==> src/rtl/cpu_mem_pkg.sv <==
`default_nettype none
// +--------------------------------------------------------------------+
// | cpu_mem_pkg                                                        |
// | Shared types and widths for the memory port arbiter.               |
// | Revision: 1.0  initial release                                     |
// +--------------------------------------------------------------------+
package cpu_mem_pkg;

  localparam int INSTR_W = 32;
  localparam int DATA_W  = 64;

  typedef enum logic [1:0] {
    ARB_IDLE = 2'd0,
    ARB_BUSY = 2'd1,
    ARB_RESP = 2'd2
  } arb_state_t;

  typedef enum logic {
    OWN_INST = 1'b0,
    OWN_DATA = 1'b1
  } arb_owner_t;

endpackage
`default_nettype wire

==> src/rtl/arb_starve_cnt.sv <==
`default_nettype none
// +--------------------------------------------------------------------+
// | arb_starve_cnt                                                     |
// | Counts consecutive arbitrations a pending fetch has lost to data   |
// | accesses; flags when the fetch must be forced through.             |
// | Only present when ARB_STARVE_GUARD_EN is defined.                  |
// | Revision: 1.0  initial release                                     |
// +--------------------------------------------------------------------+
`ifdef ARB_STARVE_GUARD_EN
module arb_starve_cnt #(
  parameter int STARVE_MAX = 4
) (
  input  logic clk,
  input  logic reset,
  input  logic if_req,
  input  logic grant_inst,
  input  logic grant_data,
  output logic starved
);

  localparam int CNT_W = $clog2(STARVE_MAX + 1);
  localparam logic [CNT_W-1:0] CNT_MAX = CNT_W'(STARVE_MAX);

  logic [CNT_W-1:0] count;

  // Lost-arbitration counter; cleared whenever no fetch is waiting or one is served.
  always_ff @(posedge clk) begin
    if (reset) begin
      count <= '0;
    end else if (!if_req || grant_inst) begin
      count <= '0;
    end else if (grant_data && (count != CNT_MAX)) begin
      count <= count + 1'b1;
    end
  end

  assign starved = (count == CNT_MAX);

endmodule
`endif
`default_nettype wire

==> src/rtl/mem_port_arbiter.sv <==
`default_nettype none
// +--------------------------------------------------------------------+
// | mem_port_arbiter                                                   |
// | Shares one single-port variable-latency memory between instruction|
// | fetch and data access. Data has priority; defining                 |
// | ARB_STARVE_GUARD_EN bounds how long a fetch can be starved.        |
// | Revision: 1.0  initial release                                     |
// +--------------------------------------------------------------------+
module mem_port_arbiter
  import cpu_mem_pkg::*;
#(
  parameter int ADDR_W     = 64,
  parameter int STARVE_MAX = 4
) (
  input  logic               clk,
  input  logic               reset,
  input  logic               if_req,
  input  logic [ADDR_W-1:0]  if_addr,
  output logic               if_ack,
  output logic [INSTR_W-1:0] if_instr,
  input  logic               mem_req,
  input  logic               mem_we,
  input  logic [ADDR_W-1:0]  mem_addr,
  input  logic [DATA_W-1:0]  mem_wdata,
  output logic               mem_ack,
  output logic [DATA_W-1:0]  mem_rdata,
  output logic               ram_req,
  output logic               ram_we,
  output logic [ADDR_W-1:0]  ram_addr,
  output logic [DATA_W-1:0]  ram_wdata,
  input  logic               ram_rvalid,
  input  logic [DATA_W-1:0]  ram_rdata,
  output logic               stall_if,
  output logic               stall_mem
);

  arb_state_t state, state_next;
  arb_owner_t owner;
  logic       grant_inst;
  logic       grant_data;
  logic       force_inst;

  if (STARVE_MAX < 1) begin : g_bad_starve_max
    $error("STARVE_MAX must be at least 1");
  end

`ifdef ARB_STARVE_GUARD_EN
  arb_starve_cnt #(
    .STARVE_MAX (STARVE_MAX)
  ) u_starve (
    .clk        (clk),
    .reset      (reset),
    .if_req     (if_req),
    .grant_inst (grant_inst),
    .grant_data (grant_data),
    .starved    (force_inst)
  );
`else
  assign force_inst = 1'b0;
`endif

  // Arbitration only in IDLE; BUSY waits for the memory, RESP is the ack cycle.
  always_comb begin
    grant_inst = 1'b0;
    grant_data = 1'b0;
    state_next = state;
    case (state)
      ARB_IDLE: begin
        if (if_req && (force_inst || !mem_req)) begin
          grant_inst = 1'b1;
        end else if (mem_req) begin
          grant_data = 1'b1;
        end
        if (grant_inst || grant_data) begin
          state_next = ARB_BUSY;
        end
      end
      ARB_BUSY: begin
        if (ram_rvalid) begin
          state_next = ARB_RESP;
        end
      end
      ARB_RESP: state_next = ARB_IDLE;
      default:  state_next = ARB_IDLE;
    endcase
  end

  // Transaction state register.
  always_ff @(posedge clk) begin
    if (reset) begin
      state <= ARB_IDLE;
    end else begin
      state <= state_next;
    end
  end

  // Registered memory command, captured read data and single-cycle acks.
  always_ff @(posedge clk) begin
    if (reset) begin
      owner     <= OWN_INST;
      ram_req   <= 1'b0;
      ram_we    <= 1'b0;
      ram_addr  <= '0;
      ram_wdata <= '0;
      if_ack    <= 1'b0;
      mem_ack   <= 1'b0;
      if_instr  <= '0;
      mem_rdata <= '0;
    end else begin
      // A grant leads directly into the first BUSY cycle, giving one pulse.
      ram_req <= grant_inst || grant_data;
      if_ack  <= 1'b0;
      mem_ack <= 1'b0;
      if (grant_data) begin
        owner     <= OWN_DATA;
        ram_we    <= mem_we;
        ram_addr  <= mem_addr;
        ram_wdata <= mem_wdata;
      end else if (grant_inst) begin
        owner    <= OWN_INST;
        ram_we   <= 1'b0;
        ram_addr <= if_addr;
      end
      if ((state == ARB_BUSY) && ram_rvalid) begin
        if (owner == OWN_INST) begin
          if_instr <= ram_rdata[INSTR_W-1:0];
          if_ack   <= 1'b1;
        end else begin
          // Stores complete without disturbing the last load value.
          if (!ram_we) begin
            mem_rdata <= ram_rdata;
          end
          mem_ack <= 1'b1;
        end
      end
    end
  end

  assign stall_if  = if_req  & ~if_ack;
  assign stall_mem = mem_req & ~mem_ack;

endmodule
`default_nettype wire

==> config.mk <==
export PLATFORM = sky130hd
export DESIGN_NAME = mem_port_arbiter
export DESIGN_NICKNAME = d
export VERILOG_FILES = /design/src/rtl/cpu_mem_pkg.sv /design/src/rtl/arb_starve_cnt.sv /design/src/rtl/mem_port_arbiter.sv
export SDC_FILE = /design/constraint.sdc
export NUM_CORES = 1
export LEC_CHECK = 0
export ABC_AREA = 1
export CAP_MARGIN = 10
export CELL_PAD_IN_SITES_DETAIL_PLACEMENT = 0
export CELL_PAD_IN_SITES_GLOBAL_PLACEMENT = 1
export CORE_MARGIN = 4
export CORE_UTILIZATION = 29
export CTS_BUF_LIST = sky130_fd_sc_hd__clkbuf_4 sky130_fd_sc_hd__clkbuf_8 sky130_fd_sc_hd__clkbuf_16
export CTS_CLUSTER_SIZE = 12
export DETAILED_ROUTE_END_ITERATION = 8
export PLACE_DENSITY = 0.85
export SYNTH_ARGS = -nofsm -noshare
export SYNTH_HDL_FRONTEND = slang
export SYNTH_SLANG_ARGS = --single-unit
==> constraint.sdc <==
create_clock -name clk -period 2.9 [get_ports clk]
set_input_delay 0.58 -clock clk [delete_from_list [all_inputs] [get_ports clk]]
set_output_delay 0.58 -clock clk [all_outputs]
set_load 0.005 [all_outputs]
==> results of run 1 <==
-- worst register-to-register path, delay by kind of cell, from the launching register on --
kind | cells | cell delay, ps
buf+inv | 2 | 580
simple gates | 3 | 990
flops | 1 | 330
compound gates | 1 | 140
-- logic make-up after synthesis --
family | share of synthesized area
buffers and inverters | 0.123
flip-flops | 0.482
AND/OR/NAND/NOR | 0.326
AO/OA/AOI/OAI | 0.0693
-- through the flow --
stage	instances	instance area, sq um	setup slack [ps]	util	hold slack, ps
detailed placement	2300	14900	288	0.456	470
finish	2347	15800	338	0.483	478
global placement	2300	14900	281	0.456	462
global route	2346	15800	268	0.483	502
floorplan	1439	9590	1140	-	473
CTS	2346	15800	288	0.483	483
-- area by class of cell --
| cell class | instances | area (sq um) |
|---|---|---|
| fill | 3271 | 16900 |
| timing repair buffer | 512 | 5140 |
| sequential | 231 | 4620 |
| multi-input combinational | 916 | 3820 |
| clock buffer | 37 | 782 |
| inverter | 199 | 749 |
| tap | 442 | 553 |
| clock inverter | 9 | 88.8 |
| antenna | 1 | 2.50 |
-- flip-flops by register name, summed over array words and instances (netlist names), 2 cells and up --
name       flops
mem_rdata     64
ram_addr      64
ram_wdata     64
if_instr      32
state          2
-- synthesized netlist by cell type, drive strengths merged --
master and number:
nor2 327, nand2 325, dfxtp 231, inv 199
nand3 129, a21oi 67, o21ai 65, buf 63
clkbuf 30, nand3b 1, nor3 1, nor3b 1
-- layer usage --
layer	vias to the layer above	global-route usage	wire length, microns
met5	-	0	13
met4	2	0.0593	1230
met3	71	0.0563	3230
met2	365	0.325	16600
met1	4310	0.215	14200
li1	5220	-	-
-- power groups by stage --
stage	combinational (mW)	sequential, mW	clock [mW]
floorplan	0.722	3.64	0
global placement	1.84	3.62	0
detailed placement	1.85	3.63	0
CTS	1.86	3.56	3.43
global route	2.03	3.59	3.59
finish	1.83	3.56	3.33
-- worst max-delay path by stage --
stage                     cells past startpoint  slack, ps         to    start
after CTS                                     4        290   stall_if   if_req
final                                         4        340   stall_if   if_req
after global placement                        4        280   stall_if   if_req
after global routing                          4        270   stall_if   if_req
after floorplan                               4       1140  stall_mem  mem_req
after detailed placement                      4        290   stall_if   if_req
==> impl_metrics.tcl, run 1 <==
set metrics [dict create \
    r2r-start "state[1]" \
    path_buf_inv 3 \
    root_buffer "clkbuf_16" \
    cts_sinks 231 \
    hold_class "flop to flop" \
    power_leakage_nw 6.99 \
    clk_pin_slew_ps 60 \
    via_count 9968 \
    dpl.hpwl_mm 25.9 \
    critPathKind "input port to output port" \
    cp_common_cell "clkdlybuf4s50_1" \
    hold_viol_final 0 \
    grt_usage 0.185 \
    fmaxAchievable_mhz 390 \
    worstReg2RegEnd "ram_we" \
    syn_nets 1701 \
    total_power_mw 8.72 \
    yosys_warnings 0 \
    layout_common_cells "clkdlybuf4s50_1 (489), nor2_1 (324), nand2_1 (324)" \
    post-route-period-util 0.883 \
    synth_top_cell_area_share 0.482 \
    cp_slowest_cell "clkdlybuf4s50_1" \
    power.density_nw_per_um2 554 \
    postRouteAntennaNets 0 \
    coreArea_sq_um 32600 \
    synthCells 1439 \
    cts_buffers 27 \
    slew_viol_final 0 \
    layout_commonest_cell "clkdlybuf4s50_1" \
    avgSynthCellArea_sq_um 6.67 \
    worst_pin_slew_ps 802 \
    clkPwrFrac 0.382 \
    finalCriticalPeriod_ps 2560 \
    grt_overflow 0 \
    path_delay_family "buffers and inverters" \
    crit_chain "clkdlybuf4s50_1 -> inv_1 -> nor2_1 -> clkdlybuf4s50_1" \
    synthDistinctLibCells 18 \
    final.setup.tns_ps 0 \
    cts_tree "done" \
    clock_skew_ps 12.4 \
    cts_post_setup_buffers_inserted 0 \
    cap_violations 0 \
    crit_fanout 2 \
    gp_congestion 0.813 \
    synth_area_leaders "dfxtp_1 (48%), nand2_1 (13%), nor2_1 (13%)" \
    core.rowCount 66 \
    drive_gt1_frac 0.0410 \
    route.detailed.drc 0 \
    grt_setup_unrepaired "false" \
    initial_core_util 0.294 \
    num_io_pins 492 \
    drt_iter0_drc 385 \
    ys_ff_latch 231 \
    cp-end-kind "output port" \
    cpPeakStageDelay_ps 570 \
    min_path_cells 2 \
    startpoint_type "input port" \
    p_int_mw 6.41 \
    worstHoldStart "ram_wdata[33]" \
    outcome "finished clean" \
    worstPathRequired_ps 2320 \
    grt_pass1_vias 9660 \
    power.switching_mw 2.32 \
    cts_buffer_depth 3 \
    grt_max_degree 78 \
    holdPathEnd "ram_wdata[33]" \
    post_drt_wl_per_cell_microns 15.0 \
    reg2reg_slack_ps 790 \
    relSlewSlack 0.465 \
    grt_pass1_wl_mm 53.6 \
    syn_to_final_growth_pct 64.3 \
    synth_area_sq_um 9590 \
    die-area_sq_um 36100 \
    ctsHoldBuffers 0 \
    yosysSeqAreaShare 0.482 \
    antenna_found_initial 1 \
    p_sw_frac 0.266 \
    finalSetupViolCount 0 \
    htreeDepth 1 \
    p_comb_frac 0.210 \
    clk_latency_ps 540 \
    die_h_microns 190 \
    vdd_drop_max_mv 0.381 \
    p_seq_frac 0.408 \
    wl_mm 35.3 \
    crit_arrival_ps 1980 \
    numPortBuffers 491 \
    dr.pass1.iters 5 \
    layout.nets 2149 \
    vias_per_cell 4.25 \
    synth_area_leader_cell "dfxtp_1" \
    fp.dieW_microns 190 \
    ctsResizeCount 0 \
    reg2regPathDepth 6 \
]
Power figures use the tool's default switching activity.
==> run 2: changes to the inputs <==
--- a/constraint.sdc
+++ b/constraint.sdc
@@ -3,2 +3,2 @@
 set_output_delay 0.58 -clock clk [all_outputs]
-set_load 0.005 [all_outputs]
+set_load 0.05 [all_outputs]
==> impl_metrics.tcl, run 2 (synthesis results as in run 1) <==
set metrics [dict create \
    outcome "finished clean" \
    reg2reg_slack_ps 700 \
    finalCriticalPeriod_ps 2370 \
    dpl.hpwl_mm 26.0 \
    worstHoldStart "mem_rdata[57]" \
    post_drt_wl_per_cell_microns 14.9 \
    worstPathRequired_ps 2320 \
    min_path_cells 2 \
    cp-end-kind "output port" \
    clk_pin_slew_ps 60 \
    vias_per_cell 4.27 \
    cts_buffers 27 \
    grt_max_degree 72 \
    crit_arrival_ps 1790 \
    cts_post_setup_buffers_inserted 0 \
    vdd_drop_max_mv 0.344 \
    fmaxAchievable_mhz 422 \
    r2r-start "state[0]" \
    core.rowCount 66 \
    power_leakage_nw 7.00 \
    fp.dieW_microns 190 \
    place_inst 2300 \
    grt_setup_unrepaired "false" \
    drt_iter0_drc 293 \
    cpPeakStageDelay_ps 850 \
    final_area_sq_um 15800 \
    cap_violations 0 \
    layout_common_cells "clkdlybuf4s50_1 (487), nor2_1 (324), nand2_1 (324)" \
    root_buffer "clkbuf_16" \
    cp_slowest_cell "clkdlybuf4s50_1" \
    grt_pass1_wl_mm 53.4 \
    numPortBuffers 491 \
    clk_latency_ps 530 \
    stdcell_count 2349 \
    cts_tree "done" \
    final.setup.tns_ps 0 \
    path_depth 1 \
    die_h_microns 190 \
    slew_viol_final 0 \
    grt_pass1_vias 9553 \
    num_io_pins 492 \
    cts_buffer_depth 3 \
    drive_gt1_frac 0.0430 \
    dr.pass1.iters 5 \
    hold_class "flop to flop" \
    gp_congestion 0.822 \
    ctsHoldBuffers 0 \
    post-route-period-util 0.817 \
    hold_viol_final 0 \
    ctsResizeCount 0 \
    crit_chain "clkdlybuf4s50_1" \
    syn_to_final_growth_pct 64.6 \
    crit_fanout 2 \
    layout.nets 2149 \
    path_buf_inv 1 \
    reg.largest.list "mem_rdata: 64 flops, ram_addr: 64 flops, ram_wdata: 64 flops" \
    die-area_sq_um 36100 \
    grt_usage 0.183 \
    cts_sinks 231 \
    holdPathEnd "mem_rdata[57]" \
    power.density_nw_per_um2 608 \
    initial_core_util 0.294 \
    wl_mm 35.1 \
    finalSetupViolCount 0 \
    reg2regPathDepth 6 \
    placed_area_sq_um 14900 \
    relSlewSlack 0.441 \
    clock_skew_ps 11.2 \
    antenna_found_initial 0 \
    critPathKind "flop to output port" \
    postRouteAntennaNets 0 \
    grt_overflow 0 \
    route.detailed.drc 0 \
    worst_pin_slew_ps 838 \
    worstReg2RegEnd "ram_we" \
    via_count 10000 \
    layout_commonest_cell "clkdlybuf4s50_1" \
    path_delay_family "buffers and inverters" \
    startpoint_type "flop" \
    htreeDepth 1 \
    coreArea_sq_um 32600 \
]
[run 2: power breakdown]
part,switching (mW),total [mW],internal [mW]
logic,1.67,2.67,1.00
clock network,1.31,3.37,2.06
registers,0.132,3.56,3.43
[run 2: through the flow]
step | power [mW] | util | setup slack (ps) | hold WS (ps)
2_1_floorplan | 5.21 | - | 591 | 478
3_3_place_gp | 6.30 | 0.457 | 641 | 460
3_5_place_dp | 6.32 | 0.457 | 613 | 471
4_1_cts | 9.76 | 0.484 | 488 | 484
5_1_grt | 10.1 | 0.484 | 445 | 499
6_report | 9.60 | 0.484 | 531 | 477
[run 2: layout make-up]
cell class	count	area, sq um
diodes	1	2.50
fillers	3290	16800
well taps	442	553
repair buffers	512	5140
clock buffers	42	838
inverters	199	749
clock inverters	6	58.8
flip-flops and latches	231	4620
multi-input cells	916	3820
[run 2: how the worst max path moves through the flow]
stage | start | slack, ps | endpoint
5_1_grt | state[1] | 450 | ram_we
3_5_place_dp | ram_rvalid | 610 | mem_rdata[35]
3_3_place_gp | ram_rvalid | 640 | mem_rdata[63]
4_1_cts | ram_we | 490 | ram_we
6_report | ram_addr[44] | 530 | ram_addr[44]
2_1_floorplan | mem_req | 590 | stall_mem
[run 2: routing by layer]
layer | share of wire | GRT usage | vias to the layer above
met1 | 0.40 | 0.217 | 4358
met5 | 0 | 0 | -
met2 | 0.47 | 0.313 | 380
li1 | - | - | 5230
met4 | 0.035 | 0.0637 | 0
met3 | 0.096 | 0.0604 | 66
==> run 3: changes to the inputs <==
- CORE_UTILIZATION: 29 -> 24
- PLACE_DENSITY: 0.85 -> 0.75
- clock period: 2.9 -> 2.12 ns (I/O delays scaled with it)
==> impl_metrics.tcl, run 3 (synthesis results as in run 1) <==
set metrics [dict create \
    relSlewSlack 0.605 \
    layout.nets 2154 \
    worst_pin_slew_ps 596 \
    crit_fanout 2 \
    hold_class "input port to flop" \
    place_ws_ps 117 \
    critPathKind "flop to output port" \
    final.setup.tns_ps 0 \
    p_seq_frac 0.377 \
    gp_congestion 0.816 \
    htreeDepth 1 \
    wl_mm 36.8 \
    power.density_nw_per_um2 815 \
    cts_post_setup_buffers_inserted 0 \
    via_count 10000 \
    clk_latency_ps 520 \
    fp.dieW_microns 208 \
    cp_slowest_cell "dlygate4sd2_1" \
    p_int_mw 8.62 \
    drt_iter0_drc 438 \
    cts_buffers 27 \
    crit_chain "dlygate4sd2_1" \
    cts_buffer_depth 3 \
    p_comb_frac 0.271 \
    clock_skew_ps 6.56 \
    post-route-period-util 0.896 \
    finalCriticalPeriod_ps 1900 \
    vdd_drop_max_mv 0.407 \
    dr.pass1.iters 4 \
    clkPwrFrac 0.352 \
    fmaxAchievable_mhz 527 \
    initial_core_util 0.245 \
    multi_input_area_sq_um 3820 \
    cts_tree "done" \
    clk_pin_slew_ps 60 \
    grt_pass1_vias 9619 \
    dpl.hpwl_mm 27.9 \
    syn_to_final_growth_pct 65.0 \
    core.rowCount 72 \
    num_io_pins 492 \
    die_h_microns 208 \
    power_leakage_nw 8.26 \
    startpoint_type "flop" \
    path_delay_family "buffers and inverters" \
    regArea_sq_um 4620 \
    finalSetupViolCount 0 \
    grt_pass1_wl_mm 56.1 \
    post_drt_wl_per_cell_microns 15.2 \
    worstPathRequired_ps 1700 \
    cpPeakStageDelay_ps 550 \
    drive_gt1_frac 0.0466 \
    grt_setup_unrepaired "false" \
    numPortBuffers 491 \
    die-area_sq_um 43200 \
    finish.utilization 0.405 \
    grt_overflow 0 \
    ctsHoldBuffers 0 \
    path_buf_inv 1 \
    slew_viol_final 0 \
    cap_violations 0 \
    reg.largest.list "mem_rdata: 64 flops, ram_addr: 64 flops, ram_wdata: 64 flops" \
    p_sw_frac 0.332 \
    place_inst 2381 \
    layout_common_cells "nor2_1 (324), nand2_1 (324), clkdlybuf4s50_1 (259)" \
    crit_arrival_ps 1480 \
    fillerInstances 4150 \
    grt_usage 0.161 \
    hold_viol_final 0 \
    coreArea_sq_um 39100 \
    setup_slack_ps 221 \
    root_buffer "clkbuf_16" \
    power.switching_mw 4.29 \
    route.detailed.drc 0 \
    antenna_found_initial 4 \
    grt_max_degree 94 \
    outcome "finished clean" \
    cp-end-kind "output port" \
    vias_per_cell 4.13 \
    postRouteAntennaNets 0 \
    cts_sinks 231 \
    stdcell_count 2428 \
]
==> run 3: cell types whose count changed in the layout (fill, tap and decap cells not counted) <==
cell,change
buf_12,+10
clkbuf_4,-3
clkbuf_8,-1
clkdlybuf4s50_1,-228
clkinvlp_4,+1
diode_2,+1
dlygate4sd2_1,+197
dlymetal6s2s_1,+26
==> run 3: power by group through the flow <==
stage | sequential (mW) | combinational (mW) | clock (mW)
after floorplan | 6.13 | 0.997 | 0
after global placement | 4.96 | 3.74 | 0
after detailed placement | 4.97 | 3.74 | 0
after CTS | 4.87 | 3.55 | 4.71
after global routing | 4.91 | 3.78 | 4.88
final | 4.87 | 3.50 | 4.54
==> run 3: stage by stage <==
stage | power (mW) | instance area (sq um) | hold slack (ps)
3_3_place_gp | 8.70 | 15100 | 461
4_1_cts | 13.1 | 15800 | 135
6_report | 12.9 | 15800 | 170
3_5_place_dp | 8.72 | 15100 | 471
5_1_grt | 13.6 | 15800 | 159
2_1_floorplan | 7.13 | 9590 | 478
==> run 3: final timing paths <==
path / slack (ps) / endpoint / depth (start not counted) / start
hold reg to reg: 470 / mem_rdata[38] / 2 / mem_rdata[38]
setup reg to reg: 530 / ram_wdata[24] / 5 / state[1]
setup / recovery: 220 / if_instr[0] / 1 / if_instr[0]
hold / removal: 170 / owner / 2 / reset
==> run 3: cell type report <==
cell class              count  area share
repair buffers            517       0.323
flip-flops and latches    231       0.292
multi-input cells         916       0.241
clock buffers              38      0.0507
inverters                 199      0.0473
well taps                 518      0.0409
clock inverters             7     0.00419
diodes                      2    0.000316
==> run 3: what timing repair did <==
item	4_1_cts	5_1_grt
resized for setup	197	26
setup endpoints to repair	197	26
pin swaps	0	0
==> run 3: layer usage <==
layer / wire length [microns] / vias up / track usage / share of wire
li1: - / 5237 / - / -
met1: 15400 / 4385 / 0.196 / 0.42
met2: 17400 / 343 / 0.274 / 0.47
met3: 3200 / 47 / 0.0538 / 0.087
met4: 737 / 4 / 0.0385 / 0.020
met5: 27 / - / 0 / 0.00073
==> run 3: worst register-to-register path, delay by kind of cell, from the launching register on <==
family / cells / cell delay, ps
buf+inv: 1 / 190
flops: 1 / 330
compound gates: 1 / 560
simple gates: 3 / 390
